`config.mk`:
```
export PLATFORM = sky130hd
export DESIGN_NAME = uart_rx_en_flat
export DESIGN_NICKNAME = d
export VERILOG_FILES = /design/src/rtl/uart_rx_en_if.sv /design/src/rtl/uart_rx_en.sv /design/src/flat_wrapper.sv
export SDC_FILE = /design/constraint.sdc
export NUM_CORES = 1
export LEC_CHECK = 0
export CAP_MARGIN = 15
export CORE_ASPECT_RATIO = 2
export CORE_MARGIN = 2
export CORE_UTILIZATION = 25
export DETAILED_ROUTE_END_ITERATION = 8
export PLACE_DENSITY = 0.46
export SLEW_MARGIN = 40
export SYNTH_ARGS = -nofsm -noshare
export SYNTH_HDL_FRONTEND = slang
export SYNTH_SLANG_ARGS = --single-unit
```
`constraint.sdc`:
```
create_clock -name clk -period 1.95 [get_ports clk]
set_input_delay 0.2925 -clock clk [delete_from_list [all_inputs] [get_ports clk]]
set_output_delay 0.2925 -clock clk [all_outputs]
set_load 0.05 [all_outputs]
```
`src/rtl/uart_rx_en_if.sv`:
```
// Serial-receive bundle: oversample strobe and line in, received byte and status out.
`timescale 1ns/1ps
interface uart_rx_en_if;
  logic       en;
  logic       in;
  logic [7:0] data;
  logic       done;
  logic       err;
  logic       busy;

  modport master (output en, in, input  data, done, err, busy);
  modport slave  (input  en, in, output data, done, err, busy);
endinterface

```
`src/rtl/uart_rx_en.sv`:
```
// Oversampled 8N1 UART receiver, timed entirely by the shared baud strobe en.
`timescale 1ns/1ps
module uart_rx_en #(
  parameter int OVERSAMPLE = 16
) (
  input logic        clk,
  input logic        nReset,
  uart_rx_en_if.slave bus
);
  localparam int CW = $clog2(OVERSAMPLE);
  localparam logic [CW-1:0] HALF = CW'(OVERSAMPLE/2 - 1);
  localparam logic [CW-1:0] FULL = CW'(OVERSAMPLE - 1);

  typedef enum logic [1:0] {IDLE, START, DATA, STOP} state_t;

  state_t        state, state_nx;
  logic [1:0]    sync;
  logic          rxIn;
  logic [CW-1:0] cnt, cnt_nx;
  logic [2:0]    bitcnt, bitcnt_nx;
  logic [7:0]    shift, shift_nx, data_q, data_nx;
  logic          done_q, done_nx, err_q, err_nx;

  // Synchroniser resets to the idle-high line level so reset never looks like a start bit.
  always_ff @(posedge clk or negedge nReset)
    if (!nReset) sync <= 2'b11;
    else         sync <= {sync[0], bus.in};

  assign rxIn = sync[1];

  always_ff @(posedge clk or negedge nReset)
    if (!nReset) begin
      state  <= IDLE;
      cnt    <= '0;
      bitcnt <= '0;
      shift  <= '0;
      data_q <= '0;
      done_q <= 1'b0;
      err_q  <= 1'b0;
    end else begin
      state  <= state_nx;
      cnt    <= cnt_nx;
      bitcnt <= bitcnt_nx;
      shift  <= shift_nx;
      data_q <= data_nx;
      done_q <= done_nx;
      err_q  <= err_nx;
    end

  always_comb begin
    state_nx  = state;
    cnt_nx    = cnt;
    bitcnt_nx = bitcnt;
    shift_nx  = shift;
    data_nx   = data_q;
    done_nx   = 1'b0;
    err_nx    = 1'b0;
    if (bus.en) begin
      unique case (state)
        IDLE:
          if (!rxIn) begin
            state_nx = START;
            cnt_nx   = '0;
          end
        // Mid start-bit check rejects glitches shorter than half a bit.
        START:
          if (cnt == HALF) begin
            cnt_nx = '0;
            if (rxIn) state_nx = IDLE;
            else begin
              state_nx  = DATA;
              bitcnt_nx = '0;
            end
          end else cnt_nx = cnt + 1'b1;
        DATA:
          if (cnt == FULL) begin
            cnt_nx    = '0;
            shift_nx  = {rxIn, shift[7:1]};
            bitcnt_nx = bitcnt + 3'd1;
            if (bitcnt == 3'd7) state_nx = STOP;
          end else cnt_nx = cnt + 1'b1;
        // Leaving at mid stop-bit lets IDLE catch a start bit right behind it.
        STOP:
          if (cnt == FULL) begin
            cnt_nx   = '0;
            state_nx = IDLE;
            if (rxIn) begin
              data_nx = shift;
              done_nx = 1'b1;
            end else err_nx = 1'b1;
          end else cnt_nx = cnt + 1'b1;
        default: state_nx = IDLE;
      endcase
    end
  end

  assign bus.data = data_q;
  assign bus.done = done_q;
  assign bus.err  = err_q;
  assign bus.busy = (state != IDLE);
endmodule

```
`src/flat_wrapper.sv`:
```
// flat-port wrapper written by rule: the top's interface ports become plain ports
module uart_rx_en_flat 
#(
  parameter int OVERSAMPLE = 16
)
  (clk, nReset, bus_en, bus_in, bus_data, bus_done, bus_err, bus_busy);
  uart_rx_en_if bus_i ();
  input logic clk;
  input logic nReset;
  input wire logic [$bits(bus_i.en)-1:0] bus_en;
  input wire logic [$bits(bus_i.in)-1:0] bus_in;
  output wire logic [$bits(bus_i.data)-1:0] bus_data;
  output wire logic [$bits(bus_i.done)-1:0] bus_done;
  output wire logic [$bits(bus_i.err)-1:0] bus_err;
  output wire logic [$bits(bus_i.busy)-1:0] bus_busy;
  assign bus_i.en = bus_en;
  assign bus_i.in = bus_in;
  assign bus_data = bus_i.data;
  assign bus_done = bus_i.done;
  assign bus_err = bus_i.err;
  assign bus_busy = bus_i.busy;
  uart_rx_en #(.OVERSAMPLE(OVERSAMPLE)) u_core (.clk(clk), .nReset(nReset), .bus(bus_i));
endmodule
```
==> metrics.yaml <==
outcome: "finished clean"
portBuffers: 14
hold-path-endpoint: "u_core.sync[1]"
antenna_found_initial: 0
pin_count: 15
grt_overflow: 0
cts_num_sinks: 29
yosysSeqAreaShare: 0.580
wire_per_inst_um: 13.5
cts_hold_buf: 0
ant_nets: 0
reg2regPathDepth: 5
setup_tns_ps: 0
setup_viol: 0
avgSynthCellArea_um2: 13.1
dr_wl_met2_um: 1270
first_global_vias: 873
post_cts_buffers: 0
drc_errors: 0
fin_nets: 128
tritoncts: "built"
grt_usage: 0.102
first_iter_violations: 7
drv_cap: 0
rows: 36
grt_pass1_wl_um: 4130
critical_path_arrival_ps: 1440
drv_slew: 0
cts_buffers: 5
routabilityCongestion: 0.743
synth_top_cell_area_share: 0.538
top_layer_used: "met4"
die-area_um2: 5640
crit_chain: "clkdlybuf4s50_1"
drive_gt1_frac: 0.295
hp-class: "reg -> reg"
maxSlewHeadroom: 0.667
cp_slowest_cell: "clkdlybuf4s50_1"
crit_buf_inv: 1
final_hold_viol_count: 0
min_period_over_period: 0.886
synth_area_leader_cell: "dfrtp_1"
clkLatencyLatePin_ps: 280
setup_ws_ps: 222
postCtsResizedCells: 0
cts-root-buf: "clkbuf_8"
ys_ff_latch: 29
area_delta_synth_final_pct: 26.8
fin_skew_ps: 5.59
die_h_um: 104
yosys_warnings: 0
synth_cell_types: 33
grt_setup_unrepaired: "no"
hp-start: "u_core.sync[0]"
die_x_um: 54.1
met3_length_um: 87
hpwl_um: 1760
core_area_um2: 4860
worstMarginPinSlew_ps: 498
cts_max_level: 2
placedCellCount: 171
syn_area_um2: 1260
r2r-end: "u_core.shift[1]"
cp.required_ps: 1660
power.leakage_nw: 0.728
p_per_area_nw_per_um2: 993
synth_nets: 103
routed_via_density: 4.70
vias: 841
fin_cells: 179
timing.rr.start: "u_core.cnt[0]"
synth_area_leaders: "dfrtp_1 (54%), mux2_2 (14%), dfstp_2 (4.2%)"
initial_utilization: 0.258
drt_pre_antenna_iters: 2
cts_max_path_buffers: 2
rrSetupSlack_ps: 300
cpPeakStageDelay_ps: 810
critPathLaunchType: "register"
path_delay_family: "buffers and inverters"
dpl_worst_slack_ps: 151
ir_drop_uv: 462
crit_type: "reg -> out"
crit_path_end_kind: "primary output"
n_antenna_cell: 0
totalWireLength_um: 2420
period_needed_ps: 1730
clkTransAtPathRegs_ps: 60
netlist_instances: 96
grt_max_degree: 30
fmax_mhz: 579
wl_met1_um: 981
path_max_fanout: 2
hold_depth: 0
## registers in the layout (all words and copies together) (netlist names), named ones only
name,cells
u_core.sync,2
u_core.state,1
u_core.bitcnt,3
u_core.shift,8
u_core.bus.data,8
u_core.bus.done,1
u_core.bus.err,1
u_core.cnt,4
## stage by stage
stage	util	area [µm²]	power [W]	hold slack, ps
3_3_place_gp	0.310	1510	0.00113	347
4_1_cts	0.327	1590	0.00160	356
3_5_place_dp	0.310	1510	0.00113	347
6_report	0.327	1590	0.00158	354
5_1_grt	0.327	1590	0.00168	364
2_1_floorplan	-	1260	0.00103	-3.09
## where the power goes
group          switching, W  internal [W]  total (W)
clock network      0.000220      0.000246   0.000467
logic              0.000181      0.000143   0.000324
registers          0.000120      0.000671   0.000791
total              0.000521       0.00106    0.00158
## how the worst max path moves through the flow
stage / startpoint / endpoint / slack, ps / depth (start not counted)
floorplan: u_core.cnt[0] / u_core.shift[0] / 290 / 4
global placement: bus_en / u_core.shift[7] / 160 / 5
detailed placement: bus_en / u_core.shift[2] / 150 / 5
CTS: u_core.bus.data[2] / bus_data[2] / 200 / 1
global route: u_core.bus.data[2] / bus_data[2] / 170 / 1
finish: u_core.bus.data[2] / bus_data[2] / 220 / 1
## metal layers
metal / global-route usage / up-vias
li1: - / 399
met1: 0.107 / 422
met2: 0.164 / 14
met3: 0.0287 / 6
met4: 0.0696 / 0
met5: 0 / -
## layout make-up
type                    count  area, µm²
clock buffers               6       72.6
clock inverters             2       10.0
fillers                   489       3270
inverters                   6       22.5
multi-input cells          58        485
flip-flops and latches     29        728
well taps                  57       71.3
repair buffers             21        203
## cells in the final DEF, fill, tap and decap left out, types with 2 or more instances in the layout
cell type	n
o2111ai_1	2
dfrtp_1	27
inv_1	6
buf_4	7
o21ai_0	4
clkinv_2	2
mux2_2	16
nand3_1	4
clkbuf_8	5
mux2i_1	3
a22o_1	2
clkdlybuf4s50_1	13
nor2_1	3
dfstp_2	2
ha_1	3
nand2_1	3
## cell usage after synthesis (all sizes together)
library cell	instances
nand3	4
ha	3
xor2	1
mux2	16
a22o	2
nand3b	1
o21ai	4
nor3	2
a21oi	1
and3	1
a21o	1
o2111ai	2
o22a	1
dfrtp	27
o32ai	1
o21a	1
nor2	4
inv	6
o32a	1
buf	2
nand2	3
dfstp	2
nor4	1
nand4	1
clkbuf	1
o21bai	1
mux2i	3
o31ai	1
or3	1
o211ai	1
## kinds of logic (layout without fill, tap and decap cells)
logic type                 Yosys count  after routing  synth area share
DFF                                 29             29             0.580
muxes                               19             19             0.167
and+or+nand+nor                     18             18            0.0827
AOI/OAI and AO/OA                   17             17            0.0996
buffers and inverters                9             35            0.0339
adders and majority gates            3              3            0.0299
xor gates and xnor gates             1              1           0.00697
(Power assumes the default switching activity.)
